## config.mk

```make
export PLATFORM = sky130hd
export DESIGN_NAME = rr_shared_reg_arbiter_flat
export DESIGN_NICKNAME = d
export VERILOG_FILES = /design/src/rtl/rr_shared_reg_arbiter_if.sv /design/src/rtl/rr_shared_reg_arbiter.sv /design/src/flat_wrapper.sv
export SDC_FILE = /design/constraint.sdc
export NUM_CORES = 1
export LEC_CHECK = 0
export CORE_ASPECT_RATIO = 1.75
export CORE_MARGIN = 10
export CORE_UTILIZATION = 25
export CTS_CLUSTER_DIAMETER = 50
export CTS_CLUSTER_SIZE = 25
export DETAILED_ROUTE_END_ITERATION = 7
export PLACE_DENSITY = 0.57
export SYNTH_ARGS = -nofsm -noshare
export SYNTH_HDL_FRONTEND = slang
export SYNTH_SLANG_ARGS = --single-unit
```

## constraint.sdc

```tcl
create_clock -name clk -period 3.1 [get_ports clk]
set_input_delay 0.31 -clock clk [delete_from_list [all_inputs] [get_ports clk]]
set_output_delay 0.31 -clock clk [all_outputs]
set_load 0.005 [all_outputs]
```

## src/rtl/rr_shared_reg_arbiter_if.sv

```systemverilog
// rtl/rr_shared_reg_arbiter_if.sv - requester/arbiter bus bundle for rr_shared_reg_arbiter
// Carries the lock vector only when RR_ARB_LOCK_EN is defined.
interface rr_shared_reg_arbiter_if #(
   parameter int NUM_REQ = 4,
   parameter int DATA_W  = 8
);
   localparam int ID_W = (NUM_REQ > 2) ? $clog2(NUM_REQ) : 1;

   logic [NUM_REQ-1:0]        req;
   logic [NUM_REQ*DATA_W-1:0] data_in;
`ifdef RR_ARB_LOCK_EN
   logic [NUM_REQ-1:0]        lock;
`endif
   logic [NUM_REQ-1:0]        grant;
   logic                      out_valid;
   logic [DATA_W-1:0]         out_data;
   logic [ID_W-1:0]           out_id;
   logic                      busy;

`ifdef RR_ARB_LOCK_EN
   modport master (output req, data_in, lock,
                   input  grant, out_valid, out_data, out_id, busy);
   modport slave  (input  req, data_in, lock,
                   output grant, out_valid, out_data, out_id, busy);
`else
   modport master (output req, data_in,
                   input  grant, out_valid, out_data, out_id, busy);
   modport slave  (input  req, data_in,
                   output grant, out_valid, out_data, out_id, busy);
`endif
endinterface

```

## src/rtl/rr_shared_reg_arbiter.sv

```systemverilog
// rtl/rr_shared_reg_arbiter.sv - round-robin arbiter sharing one capture register among NUM_REQ requesters
// Optional ownership lock is enabled by defining RR_ARB_LOCK_EN.
module rr_shared_reg_arbiter #(
   parameter int NUM_REQ     = 4,
   parameter int DATA_W      = 8,
   parameter int HOLD_CYCLES = 1,
   parameter int MAX_LOCK    = 4
) (
   input  logic                  clk,
   input  logic                  reset,
   rr_shared_reg_arbiter_if.slave bus
);
   localparam int              ID_W      = (NUM_REQ > 2) ? $clog2(NUM_REQ) : 1;
   localparam logic [ID_W-1:0] LAST_ID   = ID_W'(NUM_REQ - 1);
   localparam logic [3:0]      HOLD_LOAD = (HOLD_CYCLES > 0) ? 4'(HOLD_CYCLES - 1) : 4'd0;

   if (NUM_REQ < 2 || NUM_REQ > 16 || HOLD_CYCLES < 0 || HOLD_CYCLES > 15 || MAX_LOCK < 1) begin : g_param_check
      $error("rr_shared_reg_arbiter: parameter out of range");
   end

   typedef enum logic [1:0] {S_IDLE, S_GRANT, S_HOLD} state_t;

   state_t              r_state;
   state_t              w_state_nxt;
   logic [ID_W-1:0]     r_ptr;
   logic [ID_W-1:0]     w_ptr_nxt;
   logic [ID_W-1:0]     r_win;
   logic [ID_W-1:0]     w_win_nxt;
   logic [NUM_REQ-1:0]  r_grant;
   logic [NUM_REQ-1:0]  w_grant_nxt;
   logic [3:0]          r_cnt;
   logic [3:0]          w_cnt_nxt;
   logic                r_out_valid;
   logic [DATA_W-1:0]   r_out_data;
   logic [ID_W-1:0]     r_out_id;

   logic                w_busy;
   logic                w_capture;
   logic                w_issue;
   logic                w_issue_locked;
   logic                w_lock_now;
   logic                w_lock_resume;
   logic [ID_W-1:0]     w_ptr_inc;
   logic [NUM_REQ-1:0]  w_req_excl;
   logic                w_any_req;
   logic                w_any_excl;
   logic [ID_W-1:0]     w_pick_ptr;
   logic [ID_W-1:0]     w_pick_excl;

   // First set bit at or above p, wrapping past NUM_REQ-1 back to 0.
   function automatic logic [ID_W-1:0] pick(input logic [NUM_REQ-1:0] r, input logic [ID_W-1:0] p);
      logic [ID_W-1:0] sel;
      logic [ID_W-1:0] idx_t;
      logic            found;
      int              idx;
      sel   = '0;
      found = 1'b0;
      for (int k = 0; k < NUM_REQ; k++) begin
         idx = int'(p) + k;
         if (idx >= NUM_REQ) idx = idx - NUM_REQ;
         idx_t = idx[ID_W-1:0];
         if (!found && r[idx_t]) begin
            found = 1'b1;
            sel   = idx_t;
         end
      end
      return sel;
   endfunction

   // The current owner's req is ignored when picking a back-to-back successor.
   assign w_ptr_inc   = (r_win == LAST_ID) ? '0 : r_win + 1'b1;
   assign w_req_excl  = bus.req & ~r_grant;
   assign w_any_req   = |bus.req;
   assign w_any_excl  = |w_req_excl;
   assign w_pick_ptr  = pick(bus.req, r_ptr);
   assign w_pick_excl = pick(w_req_excl, w_ptr_inc);

`ifdef RR_ARB_LOCK_EN
   localparam int LC_W = (MAX_LOCK > 1) ? $clog2(MAX_LOCK + 1) : 1;

   logic [LC_W-1:0] r_lock_cnt;
   logic            r_lock_pend;

   assign w_lock_now    = (r_state == S_GRANT) && bus.lock[r_win] && bus.req[r_win]
                          && (int'(r_lock_cnt) < MAX_LOCK - 1);
   assign w_lock_resume = r_lock_pend && bus.req[r_win];

   always_ff @(posedge clk) begin
      if (reset) begin
         r_lock_cnt  <= '0;
         r_lock_pend <= 1'b0;
      end else begin
         if (w_issue)
            r_lock_pend <= 1'b0;
         else if (r_state == S_GRANT)
            r_lock_pend <= w_lock_now;
         else if (w_state_nxt == S_IDLE)
            r_lock_pend <= 1'b0;
         if (w_issue)
            r_lock_cnt <= w_issue_locked ? r_lock_cnt + 1'b1 : '0;
      end
   end
`else
   assign w_lock_now    = 1'b0;
   assign w_lock_resume = 1'b0;
`endif

   always_ff @(posedge clk) begin
      if (reset) begin
         r_state <= S_IDLE;
         r_ptr   <= '0;
         r_win   <= '0;
         r_grant <= '0;
         r_cnt   <= '0;
      end else begin
         r_state <= w_state_nxt;
         r_ptr   <= w_ptr_nxt;
         r_win   <= w_win_nxt;
         r_grant <= w_grant_nxt;
         r_cnt   <= w_cnt_nxt;
      end
   end

   always_comb begin
      w_state_nxt    = r_state;
      w_ptr_nxt      = r_ptr;
      w_win_nxt      = r_win;
      w_cnt_nxt      = r_cnt;
      w_grant_nxt    = '0;
      w_issue        = 1'b0;
      w_issue_locked = 1'b0;
      case (r_state)
         S_IDLE: begin
            if (w_any_req) begin
               w_issue   = 1'b1;
               w_win_nxt = w_pick_ptr;
            end
         end
         S_GRANT: begin
            w_ptr_nxt = w_ptr_inc;
            if (HOLD_CYCLES > 0) begin
               w_state_nxt = S_HOLD;
               w_cnt_nxt   = HOLD_LOAD;
            end else if (w_lock_now) begin
               w_issue        = 1'b1;
               w_issue_locked = 1'b1;
            end else if (w_any_excl) begin
               w_issue   = 1'b1;
               w_win_nxt = w_pick_excl;
            end else begin
               w_state_nxt = S_IDLE;
            end
         end
         S_HOLD: begin
            if (r_cnt != 4'd0) begin
               w_cnt_nxt = r_cnt - 4'd1;
            end else if (w_lock_resume) begin
               w_issue        = 1'b1;
               w_issue_locked = 1'b1;
            end else if (w_any_req) begin
               w_issue   = 1'b1;
               w_win_nxt = w_pick_ptr;
            end else begin
               w_state_nxt = S_IDLE;
            end
         end
         default: w_state_nxt = S_IDLE;
      endcase
      if (w_issue) begin
         w_state_nxt = S_GRANT;
         w_grant_nxt = NUM_REQ'(1) << w_win_nxt;
      end
   end

   always_comb begin
      w_busy    = (r_state != S_IDLE);
      w_capture = (r_state == S_GRANT);
   end

   // Reset wins over an in-flight GRANT, so a discarded capture never pulses out_valid.
   always_ff @(posedge clk) begin
      if (reset) begin
         r_out_valid <= 1'b0;
         r_out_data  <= '0;
         r_out_id    <= '0;
      end else begin
         r_out_valid <= w_capture;
         if (w_capture) begin
            r_out_data <= bus.data_in[int'(r_win)*DATA_W +: DATA_W];
            r_out_id   <= r_win;
         end
      end
   end

   assign bus.grant     = r_grant;
   assign bus.busy      = w_busy;
   assign bus.out_valid = r_out_valid;
   assign bus.out_data  = r_out_data;
   assign bus.out_id    = r_out_id;

endmodule

```

## src/flat_wrapper.sv

```systemverilog
// flat-port wrapper written by rule: the top's interface ports become plain ports
module rr_shared_reg_arbiter_flat 
#(
   parameter int NUM_REQ     = 4,
   parameter int DATA_W      = 8,
   parameter int HOLD_CYCLES = 1,
   parameter int MAX_LOCK    = 4
)
  (clk, reset, bus_req, bus_data_in, bus_grant, bus_out_valid, bus_out_data, bus_out_id, bus_busy);
  rr_shared_reg_arbiter_if #(.NUM_REQ(NUM_REQ), .DATA_W(DATA_W)) bus_i ();
  input  logic clk;
  input  logic reset;
  input wire logic [$bits(bus_i.req)-1:0] bus_req;
  input wire logic [$bits(bus_i.data_in)-1:0] bus_data_in;
  output wire logic [$bits(bus_i.grant)-1:0] bus_grant;
  output wire logic [$bits(bus_i.out_valid)-1:0] bus_out_valid;
  output wire logic [$bits(bus_i.out_data)-1:0] bus_out_data;
  output wire logic [$bits(bus_i.out_id)-1:0] bus_out_id;
  output wire logic [$bits(bus_i.busy)-1:0] bus_busy;
  assign bus_i.req = bus_req;
  assign bus_i.data_in = bus_data_in;
  assign bus_grant = bus_i.grant;
  assign bus_out_valid = bus_i.out_valid;
  assign bus_out_data = bus_i.out_data;
  assign bus_out_id = bus_i.out_id;
  assign bus_busy = bus_i.busy;
  rr_shared_reg_arbiter #(.NUM_REQ(NUM_REQ), .DATA_W(DATA_W), .HOLD_CYCLES(HOLD_CYCLES), .MAX_LOCK(MAX_LOCK)) u_core (.clk(clk), .reset(reset), .bus(bus_i));
endmodule
```

==> results by group, run 1 <==
Outcome
  – Status: completed

Timing
  – Slew HR: 45.8%
  – Fmax: roughly 480 MHz
  – Final setup vio count: 0
  – Setup_tns: 0 ns
  – Post-route clock period utilization: between 60 and 70%
  – Final worst slack: roughly 1.0 ns
  – Tightest Pin Transition: around 0.8 ns
  – RSZ-0062 raised after global routing: false
  – Min cycle time layout: around 2.1 ns
  – Final hold vios: 0
  – Slew Limit Fails: 0
  – Worst Skew: between 0.002 and 0.0025 ns

Critical path
  – Worst Path Required: roughly 3.3 ns
  – Crit-path cells: inv_1 > ha_1 > or3b_4 > a2111oi_4 > or4b_4 > nor2_1
  – Worst R2R Path Depth: 6
  – Worst Setup End Kind: flip-flop
  – Worst Setup Start Kind: flip-flop
  – Critical Path AT: roughly 2.3 ns
  – Crit Path Class: reg2reg
  – Buffer and inverter count on the worst path: 1
  – Top delay family on crit path: simple AND/OR/NAND/NOR gates
  – Crit path largest cell delay: ~0.52 ns
  – Slowest CP cell: or4b_4
  – Critical Path Fanout Max: 6
  – WP depth: 6

Global routing
  – First-pass GRT wire length: around 5.8 mm
  – Vias in the first global route: 1190
  – GRT Overall Usage: under 10%
  – Pin count of the biggest net entering global routing: 22
  – Antenna violations before repair: 0
  – GRT overflow: 0

Hold path
  – Hold Path Class: reg2reg
  – Hold Path Stages: 2

Yosys
  – Post-synth EDFFs: 0
  – Share of the synthesized area in the top cell type: between 30% and 40%
  – Synth area leader: dfxtp_1
  – Top_reg_cell synth: dfxtp_1
  – Main area contributors after synthesis: dfxtp_1, mux4_2, a21oi_1
  – Register area share after synthesis: between 30% and 40%
  – #FFs+latches synth: 25
  – Synth top cells by count: dfxtp_1, nand2_1, a21oi_1
  – Mean Syn Cell Area: about 9 um^2
  – Syn nets: ~180
  – Post-synthesis async set-or-reset flop share: 0%
  – Ys Warns: 0
  – Unique masters post-synth: 32
  – Synthesized area: about 1300 um^2
  – Cell count after synthesis: roughly 140

Clock network
  – TritonCTS clock tree: yes
  – Clock buffer count from CTS: 3
  – Clock Tree Buf Depth: 2
  – Root Buffer: clkbuf_8
  – Htree depth: 1
  – Clk Latency, worst-skew pair: between 0.2 and 0.3 ns
  – Clock slew at reported path FFs: ~0.090 ns
  – PostCTS Resize Cnt: 0
  – Hold-fix buffers, CTS: 0
  – Post-CTS Setup Inserts: 0
  – Clk sinks: 25

Flow run
  – Max cap viols: 0

Floorplanning
  – Die W: around 74 um
  – Cell Rows: 34
  – # IOs: 54
  – Die area: about 8400 um^2
  – Core Area: 4930 um^2
  – Die H: between 100 and 150 um
  – Initial core utilization: about 25%

Power
  – Pleak: roughly 0.65 nW
  – VDD IR max: around 0.24 mV
  – P per Cell Area: approximately 390 nW/um^2

Detailed routing
  – DRC Markers: 0
  – First-pass DRT Iterations: 4
  – Initial DRC count: 22
  – Wire length per cell: 15.4 um
  – Routed Antenna Nets: 0
  – Vias per cell: between 4 and 5
  – Via count: 1163
  – Final WL: between 3 and 4 mm

Placed design
  – Final HPWL DP: approximately 3.0 mm
  – PortBufs: 53
  – Pre-CTS setup slack: 1.02 ns
  – GPL Wtd Cong: between 0.7 and 0.8

Final layout
  – Core Util, Final: a little under two fifths
  – Total Nets Final: between 200 and 250
  – Antenna diodes: 0
  – Share of cells above drive strength 1: between 10% and 20%
  – Syn-to-layout area delta: 49.6%
power breakdown:
group	switching [mW]	internal [mW]	leakage (nW)
Clock	0.106	0.0910	0.0217
Sequential	0.0237	0.340	0.204
Combinational	0.0559	0.107	0.421
Total	0.186	0.538	0.647
flip-flops by register name, summed over array words and instances (netlist names):
register              count
u_core.bus.grant          4
u_core.r_win              2
u_core.r_cnt              4
u_core.bus.out_id         2
u_core.bus.out_valid      1
u_core.r_ptr              2
u_core.r_state            2
u_core.bus.out_data       8
worst paths after layout:
path / slack (ns) / from / end
hold / removal: 0.46 / u_core.bus.out_data[6]$_SDFFE_PP0P_ / u_core.bus.out_data[6]$_SDFFE_PP0P_
hold reg to reg: 0.46 / u_core.bus.out_data[6]$_SDFFE_PP0P_ / u_core.bus.out_data[6]$_SDFFE_PP0P_
setup / recovery: 1.00 / u_core.r_cnt[0]$_SDFFE_PP0P_ / u_core.bus.grant[3]$_SDFF_PP0_
setup reg to reg: 1.00 / u_core.r_cnt[0]$_SDFFE_PP0P_ / u_core.bus.grant[3]$_SDFF_PP0_
routing by layer:
layer | track usage, % | up-vias | wire (um)
li1 | - | 585 | -
met1 | 8.54 | 545 | 1330
met2 | 16.0 | 29 | 2040
met3 | 1.91 | 4 | 221
met4 | 4.62 | 0 | 102
met5 | 0 | - | 0
cell type report:
cell class                      instances  area [um^2]
Clock inverter                          1         7.51
Sequential cell                        25          500
Multi-Input combinational cell         99          703
Inverter                                4         15.0
Tap cell                               54         67.6
Timing Repair Buffer                   54          538
Clock buffer                            3         41.3
Fill cell                             510         3060
cells by family (layout without fill, tap and decap cells):
kind of cell               count (synthesis)  after routing  share of synthesized area [%]
and+or+nand+nor                           55             55                           21.2
AOI/OAI and AO/OA                         32             32                           16.8
DFF                                       25             25                           40.0
buffers and inverters                     13             62                           3.90
muxes                                      9              9                           15.2
adders and majority gates                  3              3                           3.00
worst register-to-register path: cells and delay by family (launching register included):
| family | cells | cell delay (ns) |
|---|---|---|
| AO/OA/AOI/OAI | 1 | 0.40 |
| AND/OR/NAND/NOR | 3 | 1.03 |
| buffers and inverters | 1 | 0.09 |
| adder cells (fa/ha/maj) | 1 | 0.17 |
| flip-flops | 1 | 0.36 |
per-stage QoR:
step	hold slack, ns	power, mW	cell area [um^2]	instances
finish	0.457	0.724	1870	240
global route	0.479	0.763	1870	240
CTS	0.459	0.737	1870	240
detailed placement	0.446	0.538	1820	236
global placement	0.442	0.537	1820	236
floorplan	0.391	0.442	1250	137
cell usage in the layout (no fill, tap or decap), types with 2 or more instances in the layout:
cell type / instances
nor3_1: 2
clkdlybuf4s50_1: 53
or4_2: 2
a21oi_1: 19
nor2_1: 13
nand2b_1: 5
nand2_1: 25
mux4_2: 8
ha_1: 3
o31ai_1: 2
nor4_1: 2
inv_1: 4
clkbuf_8: 3
dfxtp_1: 25
(Power assumes the default switching activity.)
==> inputs of run 2 (changes only) <==
Clock period 3.1 ns to 2.1 ns, I/O delays scaled along.
==> run 2 against run 1 <==
Compared with the run above:
- sequential share of layout area decreased by 0.59 points
- largest cell class unchanged
- clock skew increased by 0.0055 ns
- via count about the same
- cell count increased by 2.5%
- non-clock buffer count increased by 6
- clock-buffer cell count unchanged
- maximum frequency increased by 7.3%
- worst hold slack got worse by 0.0027 ns
- global-route usage decreased by 0.26 points
==> results by group, run 2 (same netlist as run 1, synthesis figures left out) <==
Floorplanning
  – # IOs: 54
  – Die H: roughly 110 um
  – Core Area: roughly 4900 um^2
  – Die W: between 70 and 80 um
  – Initial core utilization: between 20 and 30%
  – Die area: 8350 um^2
  – Cell Rows: 34

Critical path
  – Top delay family on crit path: simple AND/OR/NAND/NOR gates
  – Buffer and inverter count on the worst path: 1
  – Slowest CP cell: or4b_4
  – Critical Path Fanout Max: 5
  – Crit Path Class: reg2reg
  – Crit path largest cell delay: 0.52 ns
  – Critical Path AT: ~2.2 ns
  – Worst Setup End Kind: flip-flop
  – Worst Setup Start Kind: flip-flop
  – Worst Path Required: between 2 and 2.5 ns
  – Crit-path cells: inv_1 > ha_1 > or3b_4 > a2111oi_4 > or4b_4 > nor2_1

Final layout
  – Commonest non-fill, non-tap cells in the layout: clkdlybuf4s50_1, nand2_1, dfxtp_1, a21oi_1, nor2_1
  – Total Nets Final: about 230
  – Share of cells above drive strength 1: 13.0%
  – Syn-to-layout area delta: 52.9%
  – Leading cell type in the layout, fill and taps excluded: clkdlybuf4s50_1
  – Number of flip-flops in the largest register: 8
  – Antenna diodes: 0

Flow run
  – Max cap viols: 0

Power
  – VDD IR max: around 0.33 mV
  – Psw: approximately 0.27 mW
  – Int Power: 0.800 mW
  – Logic pwr share: between 20% and 30%
  – Clock share of power: a little over a quarter
  – Part of the power in registers: 49.1%
  – P per Cell Area: roughly 560 nW/um^2
  – Pleak: a little under 0.7 nW
  – Switching share of power: 25.2%

Placed design
  – Final HPWL DP: 2.94 mm
  – GPL Wtd Cong: 0.711
  – Pre-CTS setup slack: 0.0950 ns
  – PortBufs: 53

Global routing
  – Pin count of the biggest net entering global routing: 21
  – GRT Overall Usage: 8.44%
  – First-pass GRT wire length: around 5.6 mm
  – Antenna violations before repair: 0
  – Vias in the first global route: ~1200
  – GRT overflow: 0

Clock network
  – Hold-fix buffers, CTS: 0
  – Clk Latency, worst-skew pair: roughly 0.27 ns
  – Htree depth: 1
  – Clock slew at reported path FFs: 0.09 ns
  – TritonCTS clock tree: yes
  – Clk sinks: 25
  – Clock buffer count from CTS: 3
  – Clock Tree Buf Depth: 2
  – Post-CTS Setup Inserts: 0
  – PostCTS Resize Cnt: 0
  – Root Buffer: clkbuf_8

Timing
  – Post-route clock period utilization: 93.1%
  – Final setup vio count: 0
  – Final hold vios: 0
  – Final worst slack: around 0.15 ns
  – Min cycle time layout: around 2 ns
  – RSZ-0062 raised after global routing: false
  – Fmax: a little over 500 MHz
  – Setup_tns: 0 ns
  – Slew HR: 58.4%
  – Worst Skew: between 0.007 and 0.008 ns
  – Tightest Pin Transition: roughly 0.62 ns
  – Slew Limit Fails: 0

Hold path
  – Hold Path Class: reg2reg

Detailed routing
  – DRC Markers: 0
  – Via count: around 1200
  – Final WL: between 3 and 4 mm
  – Initial DRC count: 40
  – Vias per cell: around 4.7
  – First-pass DRT Iterations: 3
  – Wire length per cell: approximately 15 um
  – Routed Antenna Nets: 0

Outcome
  – Status: completed
## run 2: layout make-up
class	count	area (um^2)
fill	517	3020
inverter	4	15.0
sequential	25	500
tap	54	67.6
clock buffer	3	41.3
timing repair buffer	60	583
clock inverter	1	5.00
multi-input combinational	99	703
## run 2: path summary, 6_finish.rpt
| check | slack, ns | startpoint | end | cells after the start |
|---|---|---|---|---|
| min | 0.45 | u_core.bus.out_data[7]$_SDFFE_PP0P_ | u_core.bus.out_data[7]$_SDFFE_PP0P_ | 2 |
| max reg2reg | 0.15 | u_core.r_cnt[1]$_SDFFE_PP0P_ | u_core.bus.grant[3]$_SDFF_PP0_ | 6 |
| min reg2reg | 0.45 | u_core.bus.out_data[7]$_SDFFE_PP0P_ | u_core.bus.out_data[7]$_SDFFE_PP0P_ | 2 |
| max | 0.15 | u_core.r_cnt[1]$_SDFFE_PP0P_ | u_core.bus.grant[3]$_SDFF_PP0_ | 6 |
## run 2: metal layers
metal	GRT usage (%)	up-vias	routed length, um
li1	-	594	-
met1	8.26	541	1280
met2	15.8	25	2110
met3	1.91	2	218
met4	3.75	0	51
met5	0	-	0
## run 2: power groups by stage
stage	registers (mW)	logic [mW]	clock network, mW
global placement	0.537	0.266	0
global route	0.531	0.288	0.310
floorplan	0.529	0.123	0
CTS	0.526	0.268	0.293
detailed placement	0.537	0.267	0
finish	0.525	0.262	0.284
## run 2: worst register-to-register path, stage by stage (launching register included)
cell and delay, ns:
dfxtp_1 0.35, inv_1 0.08, ha_1 0.15, or3b_4 0.41, a2111oi_4 0.31, or4b_4 0.52
nor2_1 0.09
## run 2: metrics by stage
stage	total power, mW	hold WS, ns	instance area, um^2	util (%)	instances
after floorplan	0.652	0.291	1250	-	137
after global placement	0.803	0.441	1870	37.9	242
after detailed placement	0.804	0.446	1870	37.9	242
after CTS	1.09	0.458	1920	38.8	246
after global routing	1.13	0.482	1920	38.8	246
final	1.07	0.454	1920	38.8	246
==> inputs of run 3 (changes only) <==
Settings changed: PLACE_DENSITY 0.57 to 0.59.
Clock period 2.1 ns to 1.6 ns, I/O delays scaled along.
==> run 3 against run 2 <==
Compared with the run above:
- the run now ends with setup timing left
- routed wire length grew 6.2%
- combinational power rose by 45%
- cell count is 6.9% higher
- sequential share of layout area is 2.1 points lower
- sequential cell count stayed put
- utilization up 3.6 points
- maximum frequency rose by 1.5%
- register-to-register slack worse by 0.47 ns
- sequential power grew 31%
- clock-buffer cell count unchanged
- global-route usage grew 1.0 points
- clock skew fell by 0.0062 ns
- critical endpoint is now u_core.bus.grant[1]$_SDFF_PP0_
- highest routed layer unchanged
==> results by group, run 3 (same netlist as run 1, synthesis figures left out) <==
Timing
  – Min cycle time layout: just under 2 ns
  – Fmax: around 520 MHz
  – Final hold vios: 0
  – Final setup vio count: 8
  – Tightest Pin Transition: about 0.69 ns
  – Post-route clock period utilization: 120%
  – Slew HR: a little over half
  – Worst Skew: ~0.0014 ns
  – Final worst slack: -0.326 ns
  – Slew Limit Fails: 0
  – RSZ-0062 raised after global routing: true
  – Hold WS: 0.458 ns

Final layout
  – Number of fill cells: just over 500
  – Number of flip-flops in the largest register: 8
  – Core Util, Final: 42.4%
  – Total Nets Final: approximately 250
  – Antenna diodes: 0
  – Commonest non-fill, non-tap cells in the layout: clkdlybuf4s50_1, nand2_1, buf_4, dfxtp_1, a21oi_1
  – Leading cell type in the layout, fill and taps excluded: clkdlybuf4s50_1
  – Syn-to-layout area delta: 67.2%
  – Share of cells above drive strength 1: between 20% and 30%

Clock network
  – Clock buffer count from CTS: 3
  – Clock slew at reported path FFs: around 0.09 ns
  – Clock Tree Buf Depth: 2
  – Clk Latency, worst-skew pair: around 0.27 ns
  – Htree depth: 1
  – TritonCTS clock tree: yes
  – Root Buffer: clkbuf_8
  – Clk sinks: 25
  – Hold-fix buffers, CTS: 0

Power
  – Switching share of power: between 20% and 30%
  – Clock share of power: between 20% and 30%
  – P per Cell Area: 697 nW/um^2
  – Int Power: between 1 and 1.5 mW
  – VDD IR max: between 0.6 and 0.7 mV
  – Logic pwr share: between 20% and 30%
  – Psw: around 0.38 mW
  – Part of the power in registers: 47.1%
  – Pleak: slightly below 0.8 nW

Critical path
  – Worst R2R Path Depth: 6
  – Crit Path Class: reg2reg
  – Worst r2r dst: u_core.bus.grant[1]$_SDFF_PP0_
  – Worst Setup End Kind: flip-flop
  – Worst Path Required: 1.82 ns
  – Critical Path AT: roughly 2.2 ns
  – Crit path largest cell delay: roughly 0.53 ns
  – Crit-path cells: inv_2 > ha_4 > or3b_4 > a2111oi_4 > or4b_4 > nor2_2
  – Slowest CP cell: or4b_4
  – R2r setup slk: -0.33 ns
  – Worst Setup Start Kind: flip-flop
  – Critical Path Fanout Max: 3
  – R2R Path Start: u_core.r_cnt[1]$_SDFFE_PP0P_

Global routing
  – Vias in the first global route: 1376
  – GRT Overall Usage: 9.45%
  – Pin count of the biggest net entering global routing: 21
  – Antenna violations before repair: 0
  – First-pass GRT wire length: between 6 and 7 mm
  – GRT overflow: 0

Detailed routing
  – Wire length per cell: around 15 um
  – DRC Markers: 0
  – Final WL: approximately 3.9 mm
  – Routed Antenna Nets: 0
  – Vias per cell: between 4 and 5
  – First-pass DRT Iterations: 4
  – Initial DRC count: 37
  – Via count: 1289

Outcome
  – Failing checks: setup timing
  – Status: finished, violations left

Hold path
  – Hold Path Stages: 2
  – Hold Path End: u_core.bus.out_data[4]$_SDFFE_PP0P_
  – Hold Path Class: reg2reg
  – Hold Crit Start: u_core.bus.out_data[4]$_SDFFE_PP0P_

Floorplanning
  – Initial core utilization: about a quarter
  – Core Area: approximately 5000 um^2
  – Die W: 73.5 um
  – Die H: between 100 and 150 um
  – Cell Rows: 34
  – Die area: between 8000 and 9000 um^2
  – # IOs: 54

Placed design
  – Final HPWL DP: between 3 and 4 mm
  – GPL Wtd Cong: roughly 0.77
  – PortBufs: 53

Flow run
  – Max cap viols: 0
[run 3: changes by cell type in the layout (fill, tap and decap cells not counted), moves of 2 or more]
cell	change
buf_4	+15
dfxtp_1	-3
dfxtp_2	+3
inv_1	-2
inv_2	+2
[run 3: routing by layer]
metal	part of all wire (%)	track usage (%)	vias up	wire length [um]
met5	0	0	-	0
li1	-	-	637	-
met4	2.7	4.62	0	103
met2	58	17.2	35	2240
met3	5.3	1.57	7	205
met1	34	9.82	610	1340
[run 3: how the worst max path moves through the flow]
| stage | start | endpoint | slack (ns) | depth (start not counted) |
|---|---|---|---|---|
| floorplan | u_core.r_cnt[1]$_SDFFE_PP0P_ | u_core.bus.grant[1]$_SDFF_PP0_ | -0.28 | 6 |
| global placement | u_core.r_cnt[1]$_SDFFE_PP0P_ | u_core.bus.grant[1]$_SDFF_PP0_ | -0.30 | 6 |
| detailed placement | u_core.r_cnt[1]$_SDFFE_PP0P_ | u_core.bus.grant[1]$_SDFF_PP0_ | -0.31 | 6 |
| CTS | u_core.r_cnt[1]$_SDFFE_PP0P_ | u_core.bus.grant[1]$_SDFF_PP0_ | -0.34 | 6 |
| global route | u_core.r_cnt[1]$_SDFFE_PP0P_ | u_core.bus.grant[1]$_SDFF_PP0_ | -0.39 | 6 |
| finish | u_core.r_cnt[1]$_SDFFE_PP0P_ | u_core.bus.grant[1]$_SDFF_PP0_ | -0.33 | 6 |
[run 3: metrics by stage]
| stage | TNS (ns) | setup slack, ns | total power [mW] | instances | instance area, um^2 |
|---|---|---|---|---|---|
| final | -1.52 | -0.326 | 1.46 | 263 | 2090 |
| after CTS | -1.43 | -0.342 | 1.48 | 262 | 2060 |
| after global placement | -1.38 | -0.301 | 1.08 | 255 | 1980 |
| after global routing | -2.21 | -0.392 | 1.55 | 263 | 2090 |
| after detailed placement | -1.47 | -0.314 | 1.08 | 255 | 1980 |
| after floorplan | -0.810 | -0.280 | 0.856 | 137 | 1260 |
[run 3: final cells by class]
type	count	area, um^2	share of cell area [%]
clock inverters	1	7.51	0.358
flip-flops and latches	25	504	24.1
well taps	54	67.6	3.23
multi-input cells	99	733	35.0
inverters	4	15.0	0.717
repair buffers	77	726	34.6
clock buffers	3	41.3	1.97
[run 3: what timing repair did]
action | CTS | global route
endpoints found under the setup margin | 7 | 9
setup buffers | 3 | 1
gates resized for setup | 3 | 5
pin swaps | 2 | 2
gates cloned | 0 | 0
[run 3: worst max-delay path, delay by kind of cell (launching register included)]
kind | cells | cell delay, ns
AOI/OAI and AO/OA | 1 | 0.31
DFF | 1 | 0.33
and+or+nand+nor | 3 | 1.03
adders and majority gates | 1 | 0.12
buffers and inverters | 1 | 0.07
[run 3: power groups by stage]
stage	Sequential [mW]	Combinational [mW]	Clock, mW
finish	0.688	0.380	0.392
global route	0.694	0.417	0.436
CTS	0.688	0.383	0.407
detailed placement	0.702	0.377	0
global placement	0.702	0.374	0
floorplan	0.694	0.162	0
